===== config.mk =====
export PLATFORM = sky130hd
export DESIGN_NAME = sevenseg_capture_flat
export DESIGN_NICKNAME = d
export VERILOG_FILES = /design/src/rtl/sevenseg_capture_if.sv /design/src/rtl/sevenseg_capture.sv /design/src/flat_wrapper.sv
export SDC_FILE = /design/constraint.sdc
export NUM_CORES = 1
export LEC_CHECK = 0
export BUFFER_PORTS_ARGS = -buffer_cell sky130_fd_sc_hd__buf_2
export CAP_MARGIN = 5
export CELL_PAD_IN_SITES_DETAIL_PLACEMENT = 2
export CELL_PAD_IN_SITES_GLOBAL_PLACEMENT = 2
export CORE_MARGIN = 3
export CORE_UTILIZATION = 36
export CTS_CLUSTER_DIAMETER = 40
export CTS_CLUSTER_SIZE = 30
export DETAILED_ROUTE_END_ITERATION = 12
export PLACE_DENSITY = 0.84
export SYNTH_ARGS = -nofsm -noshare
export SYNTH_HDL_FRONTEND = slang
export SYNTH_SLANG_ARGS = --single-unit

===== constraint.sdc =====
create_clock -name clk -period 2.5 [get_ports clk]
set_clock_uncertainty 0.15 [all_clocks]
set_input_delay 0.25 -clock clk [delete_from_list [all_inputs] [get_ports clk]]
set_output_delay 0.25 -clock clk [all_outputs]
set_load 0.01 [all_outputs]

===== src/rtl/sevenseg_capture_if.sv =====
// Bus between the multiplexed 7-segment pins and the capture logic.
// Master drives the pins; slave reconstructs the digits.
interface sevenseg_capture_if;
  logic [6:0]  seg;
  logic [3:0]  an;
  logic [15:0] digits;
  logic [3:0]  blank;
  logic        frame_done;
  logic        pattern_err;
  logic [1:0]  err_digit;

  modport master (
    output seg, an,
    input  digits, blank, frame_done, pattern_err, err_digit
  );

  modport slave (
    input  seg, an,
    output digits, blank, frame_done, pattern_err, err_digit
  );
endinterface


===== src/rtl/sevenseg_capture.sv =====
// Snoops a multiplexed active-low 7-segment display and rebuilds the four BCD digits.
// Define HEX_DECODE_EN to also accept the A..F glyphs as legal codes.
module sevenseg_capture #(
  parameter int STABLE_CYCLES = 16,
  parameter int CNT_W         = 8
) (
  input  logic             clk,
  input  logic             reset,
  sevenseg_capture_if.slave bus
);

  typedef enum logic [1:0] {IDLE, SETTLE, HELD} state_t;
  typedef enum logic [1:0] {PAT_DIGIT, PAT_BLANK, PAT_ILLEGAL} pat_kind_t;
  typedef struct packed {
    pat_kind_t  kind;
    logic [3:0] code;
  } pat_t;

  function automatic pat_t decode(input logic [6:0] p);
    pat_t r;
    r.kind = PAT_DIGIT;
    r.code = 4'h0;
    case (p)
      7'b0000001: r.code = 4'h0;
      7'b1001111: r.code = 4'h1;
      7'b0010010: r.code = 4'h2;
      7'b0000110: r.code = 4'h3;
      7'b1001100: r.code = 4'h4;
      7'b0100100: r.code = 4'h5;
      7'b0100000: r.code = 4'h6;
      7'b0001111: r.code = 4'h7;
      7'b0000000: r.code = 4'h8;
      7'b0000100: r.code = 4'h9;
`ifdef HEX_DECODE_EN
      7'b0001000: r.code = 4'hA;
      7'b1100000: r.code = 4'hB;
      7'b0110001: r.code = 4'hC;
      7'b1000010: r.code = 4'hD;
      7'b0110000: r.code = 4'hE;
      7'b0111000: r.code = 4'hF;
`endif
      7'b1111111: begin
        r.kind = PAT_BLANK;
        r.code = 4'hF;
      end
      default: r.kind = PAT_ILLEGAL;
    endcase
    return r;
  endfunction

  logic [3:0]       an_meta, s_an, ref_an;
  logic [6:0]       seg_meta, s_seg, ref_seg;
  state_t           state, state_n;
  logic [CNT_W-1:0] cnt, cnt_n;
  logic             load_ref, capture;
  logic             sel_valid;
  logic [1:0]       sel_idx;
  logic             same;
  pat_t             pat;
  logic [3:0]       mask, mask_set;
  logic [15:0]      digits_q;
  logic [3:0]       blank_q;
  logic             frame_done_q, pattern_err_q;
  logic [1:0]       err_digit_q;

  // A selection is only meaningful when exactly one anode is pulled low.
  always_comb begin
    sel_valid = 1'b1;
    sel_idx   = 2'd0;
    case (s_an)
      4'b1110: sel_idx = 2'd0;
      4'b1101: sel_idx = 2'd1;
      4'b1011: sel_idx = 2'd2;
      4'b0111: sel_idx = 2'd3;
      default: sel_valid = 1'b0;
    endcase
  end

  assign same     = (s_an == ref_an) && (s_seg == ref_seg);
  assign pat      = decode(s_seg);
  assign mask_set = mask | (4'b0001 << sel_idx);

  always_comb begin
    // NOTE: every combinational output gets a default first so no path leaves it unassigned and infers a latch.
    state_n  = state;
    cnt_n    = cnt;
    load_ref = 1'b0;
    capture  = 1'b0;
    case (state)
      IDLE: begin
        if (sel_valid) begin
          state_n  = SETTLE;
          cnt_n    = CNT_W'(1);
          load_ref = 1'b1;
        end
      end
      SETTLE: begin
        if (!sel_valid) begin
          state_n = IDLE;
          cnt_n   = '0;
        end else if (!same) begin
          cnt_n    = CNT_W'(1);
          load_ref = 1'b1;
        end else if (cnt == CNT_W'(STABLE_CYCLES - 1)) begin
          cnt_n   = CNT_W'(STABLE_CYCLES);
          capture = 1'b1;
          state_n = HELD;
        end else begin
          cnt_n = cnt + CNT_W'(1);
        end
      end
      HELD: begin
        if (!sel_valid) begin
          state_n = IDLE;
          cnt_n   = '0;
        end else if (!same) begin
          state_n  = SETTLE;
          cnt_n    = CNT_W'(1);
          load_ref = 1'b1;
        end
      end
      default: begin
        state_n = IDLE;
        cnt_n   = '0;
      end
    endcase
  end

  always_ff @(posedge clk) begin
    // NOTE: sequential state uses non-blocking assignments so every flop samples pre-edge values.
    if (reset) begin
      an_meta       <= 4'hF;
      s_an          <= 4'hF;
      seg_meta      <= 7'h7F;
      s_seg         <= 7'h7F;
      ref_an        <= 4'hF;
      ref_seg       <= 7'h7F;
      state         <= IDLE;
      cnt           <= '0;
      mask          <= 4'h0;
      digits_q      <= 16'h0000;
      blank_q       <= 4'h0;
      frame_done_q  <= 1'b0;
      pattern_err_q <= 1'b0;
      err_digit_q   <= 2'd0;
    end else begin
      an_meta       <= bus.an;
      s_an          <= an_meta;
      seg_meta      <= bus.seg;
      s_seg         <= seg_meta;
      state         <= state_n;
      cnt           <= cnt_n;
      frame_done_q  <= 1'b0;
      pattern_err_q <= 1'b0;
      if (load_ref) begin
        ref_an  <= s_an;
        ref_seg <= s_seg;
      end
      if (capture) begin
        if (pat.kind == PAT_ILLEGAL) begin
          pattern_err_q <= 1'b1;
          err_digit_q   <= sel_idx;
        end else begin
          digits_q[{sel_idx, 2'b00} +: 4] <= pat.code;
          blank_q[sel_idx]                <= (pat.kind == PAT_BLANK);
          // The digit that completes the frame also restarts the mask.
          if (mask_set == 4'hF) begin
            frame_done_q <= 1'b1;
            mask         <= 4'h0;
          end else begin
            mask <= mask_set;
          end
        end
      end
    end
  end

  assign bus.digits      = digits_q;
  assign bus.blank       = blank_q;
  assign bus.frame_done  = frame_done_q;
  assign bus.pattern_err = pattern_err_q;
  assign bus.err_digit   = err_digit_q;

endmodule

===== src/flat_wrapper.sv =====
// flat-port wrapper written by rule: the top's interface ports become plain ports
module sevenseg_capture_flat 
#(
  parameter int STABLE_CYCLES = 16,
  parameter int CNT_W         = 8
)
  (clk, reset, bus_seg, bus_an, bus_digits, bus_blank, bus_frame_done, bus_pattern_err, bus_err_digit);
  sevenseg_capture_if bus_i ();
  input  logic clk;
  input  logic reset;
  input wire logic [$bits(bus_i.seg)-1:0] bus_seg;
  input wire logic [$bits(bus_i.an)-1:0] bus_an;
  output wire logic [$bits(bus_i.digits)-1:0] bus_digits;
  output wire logic [$bits(bus_i.blank)-1:0] bus_blank;
  output wire logic [$bits(bus_i.frame_done)-1:0] bus_frame_done;
  output wire logic [$bits(bus_i.pattern_err)-1:0] bus_pattern_err;
  output wire logic [$bits(bus_i.err_digit)-1:0] bus_err_digit;
  assign bus_i.seg = bus_seg;
  assign bus_i.an = bus_an;
  assign bus_digits = bus_i.digits;
  assign bus_blank = bus_i.blank;
  assign bus_frame_done = bus_i.frame_done;
  assign bus_pattern_err = bus_i.pattern_err;
  assign bus_err_digit = bus_i.err_digit;
  sevenseg_capture #(.STABLE_CYCLES(STABLE_CYCLES), .CNT_W(CNT_W)) u_core (.clk(clk), .reset(reset), .bus(bus_i));
endmodule

After elaboration in Yosys (flattened, before gate mapping) --
Cells that the tools add are included.
Cells by class: add/sub/neg operators 2, magnitude comparators 2, eq/ne operators 26, shift-type cells 3, mux-type cells 33, bitwise operators 3, reduce and logical (&&, ||, !) cells 13
Operators with widths (number):
- two-way mux 8 bit | 6
- one-hot mux 4 bit (10 select lines) | 1
- one-hot mux 8 bit (3 select lines) | 1
- == test 7 bit, second input constant | 3
- bitwise mux 16 bit | 1
- == test 4 bit, second input constant | 4
- variable shift 4 x 6 -> 16 bit, first input constant | 1
- indexed part select 4 x 6 -> 16 bit | 1
- == test 7 x 3 -> 1 bit, second input constant | 2
- == test 7 x 6 -> 1 bit, second input constant | 2
- two-way mux 2 bit | 6
- one-hot mux 2 bit (3 select lines) | 2
- two-way mux 1 bit | 11
- OR reduction 10 bit | 1
- != test 3 bit, second input constant | 3
- adder 8 x 1 -> 8 bit, second input constant | 1
- == test 8 x 4 -> 1 bit, second input constant | 1
- == test 7 x 1 -> 1 bit, second input constant | 1
- == test 7 x 4 -> 1 bit, second input constant | 1
- == test 7 x 5 -> 1 bit, second input constant | 1
- == test 7 bit | 1
- zero test 7 bit | 1
- negator 4 -> 6 bit | 1
- AND reduction 2 bit | 3
- other kinds (21) | 26
Word-level totals: register bits 71, input bits 13, output and inout bits 24

Logic depth before layout (Yosys ltp) --
Gate-level depths: netlist (run 1).
word-level depth 7, mapped depth 9

Least setup slack after synthesis (run 1) --
No wires, ideal clock.
path kind flip-flop to flip-flop, start point reg u_core.cnt[0], end point reg u_core.blank_q[0], in the netlist u_core.bus.blank[0], library setup time 121 ps, arrival time 1988 ps, slack 241 ps, cell stages (with the launch flop) 7, clock period less this slack 2259 ps, cell sequence dfxtp_1 -> ha_1 -> nand4b_1 -> or4_4 -> nor4_4 -> nand4_4 -> mux2_2
On the way: longest elaborated chain between the ends 6
RTL lines:
- start: declaration | RTL line sevenseg_capture.sv:54 | logic [CNT_W-1:0] cnt, cnt_n;
- start signal: assignment | RTL line sevenseg_capture.sv:152 | cnt <= cnt_n;
- == test 8 x 4 -> 1 bit | RTL line sevenseg_capture.sv:104 | end else if (cnt == CNT_W'(STABLE_CYCLES - 1)) begin
- two-way mux 1 bit | RTL line sevenseg_capture.sv:104
- two-way mux 1 bit | RTL line sevenseg_capture.sv:101 | end else if (!same) begin
- two-way mux 1 bit | RTL line sevenseg_capture.sv:98 | if (!sel_valid) begin
- two-way mux 1 bit | RTL line sevenseg_capture.sv:89 | case (state)
- AND reduction 2 bit (no line)
- end signal: indexed assignment | RTL line sevenseg_capture.sv:165 | blank_q[sel_idx] <= (pat.kind == PAT_BLANK);
- end: declaration | RTL line sevenseg_capture.sv:62 | logic [3:0] blank_q;
No other way between the ends. A chain may end at the register's enable or synchronous reset.

Final worst setup path (run 1) --
start point reg u_core.cnt[0], end point reg u_core.blank_q[3], in the netlist u_core.bus.blank[3]
The elaborated chain is that of the path after synthesis.

==> results.md, run 1 <==
* Status: finished, violations left
* Failing checks: setup timing
* CP endpoint kind: flip-flop
* Main combinational cell family by area after synthesis: simple AND/OR/NAND/NOR gates
* Pins Over Slew Limit at 0
* Vias in the first global route at 3,639
* PnR worst setup slack at -0.152 ns
* Hold Crit Start: reset
* Number of synthesized register bits at 71
* Leak at 1.86 nW
* Slew @ Worst Pin at 0.572 ns
* EDFF count, synth at 0
* NumNets Final at 494
* Syn. warnings at 0
* Total wire length at 13.6 mm
* Area share of xor/xnor cells in the synthesized design at 0.0374
* I/O pin count at 37
* Num CTS Buffers at 9
* Worst reg2reg path depth at 7
* Global-route wire length before repair at 19.8 mm
* FF-to-FF End: u_core.bus.blank[3]
* Die extent in x at 105 µm
* Starting Density at 0.375
* Longest Clk Path Bufs at 2
* Total power at 3.02 mW
* Asr flop ratio synth at 0
* Synth cell types at 58
* Placer Congestion at 0.813
* Top-area cell type share of the netlist area at 0.405
* Clock transition at the registers of the reported paths at 0.08 ns
* Hold Path Class: in -> reg
* Final period util at 1.06
* Worst-path maximum fanout at 8
* Remaining DRCs at 0
* CP startpoint kind: flip-flop
* Clk sink count at 71
* DRT Pass-1 Iters at 5
* Post-synthesis cell area at 3510 µm²
* Mapped Nets at 415
* Synth Area in Simple Gates at 0.252
* FF-to-FF Start: u_core.cnt[0]
* Core Rows at 35
* Fin. Hold Viols at 0
* Highest clock rate at 377 MHz
* DP Wirelength at 7.85 mm
* Max Cap Viol at 0
* Clock latency on the worst-skew pair at 0.36 ns
* Initial antenna violation count at 0
* GRT overflow at 0
* Number of DRC markers in iteration 0 at 117
* Post-synthesis mux area share at 0.0677
* All-layer global routing usage at 0.226
* Util after Layout at 0.480
* Sequential cell area fraction in the yosys report at 0.405
* Synth Area in Compound Gates at 0.141
* Crit path DAT at 2.75 ns
* Port Buf Inserts at 36
* CTS tree: done
* Die area at 11,000 µm²
* Fin cells at 603
* Syn Area/Cell at 9.00 µm²
* Placed cell count at 555
* Crit path kind: reg -> reg
* PwrDens at 671 nW/µm²
* Worst Path Required at 2.60 ns
* Area leader, netlist: dfxtp_1
* Top cells by area, synth: dfxtp_1, mux2i_1, ha_1, or2_2, nand2_1
* Post-Place Worst Slack at -0.0192 ns
* Primary FF master, synth: dfxtp_1
* Drt via density at 5.74
* Root Buffer: clkbuf_8
* Antenna viol nets, final at 0
* Hold WS at 0.230 ns
* Area grow syn2layout at 28.2%
* FF-to-FF setup slack at -0.15 ns
* Die H at 105 µm
* Wire length per cell at 22.5 µm
* H-tree Lvls at 3
* Peak supply drop at 0.381 mV
* Final Setup Violations at 21
* Vias after detailed routing at 3,460
* Hold Path Cell Cnt at 4
* Largest net degree at the start of global routing at 43
* Cells after synthesis at 390
* Synth Area in Adders at 0.0428
* Final antenna diode count at 0
* RSZ-0062 raised after global routing: true
* Hold EP: u_core.ref_seg[6]
* Fin crit period at 2.65 ns
* Ratio of cells with drive above 1 in the final layout at 0.323
* Slew margin rel. at 0.619
* CORE AREA at 9370 µm²
[cell type report]
type                            count  area [µm²]
Inverter                           16        60.1
Tap cell                          129         161
Multi-Input combinational cell    274        1940
Clock buffer                       12         165
Timing Repair Buffer               97         686
Sequential cell                    71        1440
Clock inverter                      4        52.6
Fill cell                        1041        4870
[where the power goes]
| part | switching [mW] | internal (mW) |
|---|---|---|
| Combinational | 0.441 | 0.303 |
| Clock | 0.486 | 0.543 |
| Sequential | 0.0553 | 1.19 |
| Total | 0.982 | 2.04 |
[metal layers]
layer,track usage,part of all wire,vias to the layer above
met5,0,0,-
met4,0.0628,0.031,0
met3,0.0364,0.034,39
met2,0.419,0.54,98
met1,0.266,0.40,1764
li1,-,-,1559
[repair_timing]
| item | 4_1_cts | 5_1_grt |
|---|---|---|
| gates resized for setup | 4 | 17 |
| endpoints found under the setup margin | 24 | 27 |
| hold buffers | 11 | 0 |
| endpoints found under the hold margin | 11 | 0 |
| buffers inserted | 6 | 15 |
| pin swaps | 3 | 7 |
[cells in the final DEF (no fill, tap or decap), drive strengths merged, types with 6 or more instances in the layout]
cell type,instances
a21oi,7
buf,86
clkbuf,12
dfxtp,71
dlygate4sd3,11
ha,12
inv,15
mux2,6
mux2i,17
nand2,35
nand3,21
nand4,15
nor2,12
nor2b,7
nor3,6
o211ai,15
o21ai,19
or2,23
xnor2,13
[synthesized netlist by cell type, types with 12 or more instances]
| cell type | n |
|---|---|
| clkbuf_1 | 19 |
| o21ai_0 | 19 |
| nand3_1 | 21 |
| xnor2_1 | 13 |
| o211ai_1 | 15 |
| ha_1 | 12 |
| nor2_1 | 12 |
| nand2_1 | 35 |
| dfxtp_1 | 71 |
| mux2i_1 | 17 |
| nand4_1 | 14 |
| or2_2 | 23 |
| inv_1 | 15 |
[cell families after synthesis]
family                   after synthesis
multiplexers                          23
buffers and inverters                 45
AND/OR/NAND/NOR                      152
flip-flops                            71
AO/OA/AOI/OAI                         72
XOR/XNOR                              15
adder cells (fa/ha/maj)               12
[worst max-delay path, stage by stage (launching register included)]
cell and delay, ns:
dfxtp_4 0.38, ha_4 0.16, nand4b_1 0.16, or4_4 0.58, nor4_4 0.37, buf_6 0.20, nand4_1 0.21, mux2_2 0.34
[per-stage QoR]
step                      TNS (ns)  cell area (µm²)
after floorplan                  0             3510
after global placement           0             3940
after detailed placement   -0.0192             3940
after CTS                  -0.0234             4340
after global routing         -3.60             4500
final                        -1.11             4500
[how the worst max path moves through the flow]
stage,from,to,cells after the start
finish,u_core.cnt[0],u_core.bus.blank[3],7
global route,u_core.cnt[0],u_core.bus.blank[3],7
CTS,u_core.cnt[0],u_core.bus.blank[3],7
detailed placement,u_core.s_an[2],u_core.state[0],5
global placement,u_core.s_an[2],u_core.state[0],5
floorplan,u_core.cnt[0],u_core.bus.blank[0],6
[sequential cells by signal (all words and copies together) (netlist names)]
register	count
u_core.s_seg	7
u_core.bus.err_digit	2
u_core.mask	4
u_core.ref_an	4
u_core.state	2
u_core.bus.digits	16
u_core.bus.blank	4
u_core.bus.pattern_err	1
u_core.seg_meta	7
u_core.cnt	8
u_core.bus.frame_done	1
u_core.ref_seg	7
u_core.an_meta	4
u_core.s_an	4
Note: power is estimated with default switching activity, not from simulation.
==> run 2: changes to the inputs <==
Settings changed: PLACE_DENSITY 0.84 to not set, PLACE_DENSITY_LB_ADDON set to 0.1.
==> results.md, run 2 (synthesis gave the netlist of run 1 again) <==
* Fin area at 4370 µm² (-2.9%)
* DP Wirelength at 7.60 mm (-3.3%)
* Cell family with most CP delay: simple AND/OR/NAND/NOR gates
* Clk sink count at 71 (unchanged)
* Number of flip-flops under the largest register name at 16 (unchanged)
* Slowest-stage cell, CP: or4_4
* Die area at 11,000 µm² (unchanged)
* Starting Density at 0.375 (unchanged)
* Clock latency on the worst-skew pair at 0.35 ns (about the same)
* GRT overflow at 0 (unchanged)
* Crit path DAT at 2.52 ns (-0.23 ns)
* Total wire length at 10.8 mm (-20%)
* Leak at 1.81 nW (-2.5%)
* I/O pin count at 37 (unchanged)
* Peak supply drop at 0.284 mV (-25%)
* Area grow syn2layout at 24.4%
* CORE AREA at 9370 µm² (unchanged)
* Number of DRC markers in iteration 0 at 60 (-49%)
* DRT Pass-1 Iters at 4 (-1)
* CTS tree: done
* Buf+Inv Stages, Crit Path at 1 (unchanged)
* Longest Clk Path Bufs at 2 (unchanged)
* Num CTS Buffers at 9 (unchanged)
* NumNets Final at 483 (-2.2%)
* Clock transition at the registers of the reported paths at 0.09 ns (about the same)
* Commonest non-fill, non-tap cell in the layout: dfxtp_1
* Slew @ Worst Pin at 0.479 ns (-0.0928 ns)
* Vias after detailed routing at 3,185 (-7.9%)
* Register area at 1430 µm² (-0.44%)
* Hold Path Class: in -> reg
* Worst-path maximum fanout at 8 (unchanged)
* Crit path kind: reg -> reg
* Placer Congestion at 0.792 (-2.6%)
* RSZ-0062 raised after global routing: true
* Global-route wire length before repair at 18.0 mm (-9.3%)
* Pins Over Slew Limit at 0 (unchanged)
* Slew margin rel. at 0.677 (+0.0589)
* Die extent in x at 105 µm (unchanged)
* Drt via density at 5.38 (-6.2%)
* Highest clock rate at 412 MHz (+9.2%)
* Fin crit period at 2.43 ns (-0.223 ns)
* Die H at 105 µm (unchanged)
* Port Buf Inserts at 36 (unchanged)
* Most frequent cells in the layout: dfxtp_1, buf_4, buf_2
* H-tree Lvls at 3 (unchanged)
* Setup TNS at 0 ns (+1.11 ns)
* Core Rows at 35 (unchanged)
* Ratio of cells with drive above 1 in the final layout at 0.281 (-0.0420)
* Root Buffer: clkbuf_8
* Multi-input gate area at 1910 µm² (-1.5%)
* Util after Layout at 0.466 (-0.0142)
* CP peak stage delay at 0.48 ns (-0.10 ns)
* PwrDens at 672 nW/µm² (about the same)
* Final Setup Violations at 0 (-100%)
* Dpl cell area at 3950 µm² (+0.19%)
* Remaining DRCs at 0 (unchanged)
* Vias in the first global route at 3,433 (-5.7%)
* Antenna viol nets, final at 0 (unchanged)
* Status: completed
* Max Cap Viol at 0 (unchanged)
* Final period util at 0.972 (-0.0894)
* Initial antenna violation count at 0 (unchanged)
* CP startpoint kind: flip-flop
* CP endpoint kind: flip-flop
* Layout filler cell count at 1,062 (+2.0%)
* Largest net degree at the start of global routing at 43 (unchanged)
* Wire length per cell at 18.3 µm (-19%)
* Worst path cell trace: ha_4 > nand4b_1 > or4_4 > nor4_4 > buf_6 > nand4_1 > mux2_2
* Final antenna diode count at 0 (unchanged)
* Worst Path Required at 2.59 ns (about the same)
* All-layer global routing usage at 0.202 (-0.0235)
* Fin. Hold Viols at 0 (unchanged)
## run 2: cell types whose count changed in the layout (fill, tap and decap cells not counted), sizes merged
| cell | delta |
|---|---|
| clkinvlp | -1 |
| inv | +1 |
| buf | -11 |
| clkinv | +1 |
| bufinv | +1 |
| clkbuf | -2 |
## run 2: area by class of cell
cell class / count / share of cell area
Timing Repair Buffer: 86 / 0.134
Clock buffer: 10 / 0.0292
Tap cell: 129 / 0.0369
Multi-Input combinational cell: 274 / 0.438
Inverter: 16 / 0.0137
Sequential cell: 71 / 0.327
Clock inverter: 6 / 0.0212
## run 2: worst register-to-register path: cells and delay by family (launching register included)
kind / cells / cell delay [ns]
simple gates: 4 / 1.13
flops: 1 / 0.38
buf+inv: 1 / 0.19
fa+ha+maj: 1 / 0.15
mux: 1 / 0.32
## run 2: path summary, 6_finish.rpt
path | startpoint | endpoint | slack (ns) | depth (start not counted)
hold reg to reg | u_core.seg_meta[2] | u_core.s_seg[2] | 0.26 | 1
setup reg to reg | u_core.cnt[0] | u_core.bus.blank[1] | 0.07 | 7
setup / recovery | u_core.cnt[0] | u_core.bus.blank[1] | 0.07 | 7
hold / removal | reset | u_core.ref_seg[0] | 0.19 | 3
## run 2: per-stage QoR
step	setup WS (ns)	power, mW	instances	hold WS (ns)
floorplan	0.241	1.64	390	0.204
global placement	-0.00101	1.83	556	0.240
detailed placement	-0.0826	1.86	556	0.248
CTS	0.0122	2.93	586	0.185
global route	-0.0437	3.09	592	0.225
finish	0.0710	2.93	592	0.187
## run 2: power breakdown
part | internal (mW) | switching [mW] | leakage [nW] | total [mW]
Combinational | 0.261 | 0.369 | 1.13 | 0.630
Sequential | 1.19 | 0.0553 | 0.580 | 1.25
Clock | 0.568 | 0.487 | 0.103 | 1.05
## run 2: metal layers
layer | GRT usage | vias to the layer above | wire length (µm)
met5 | 0 | - | 0
met4 | 0.0600 | 0 | 145
met2 | 0.355 | 37 | 5500
met1 | 0.257 | 1597 | 4970
li1 | - | 1540 | -
met3 | 0.0272 | 11 | 200
## run 2: repair_timing
item                                   CTS  global route
pin swaps                                2             8
setup buffers                            3             6
resized for setup                        0             9
endpoints found under the hold margin   11             0
setup endpoints to repair               10            38
hold buffers                            11             0
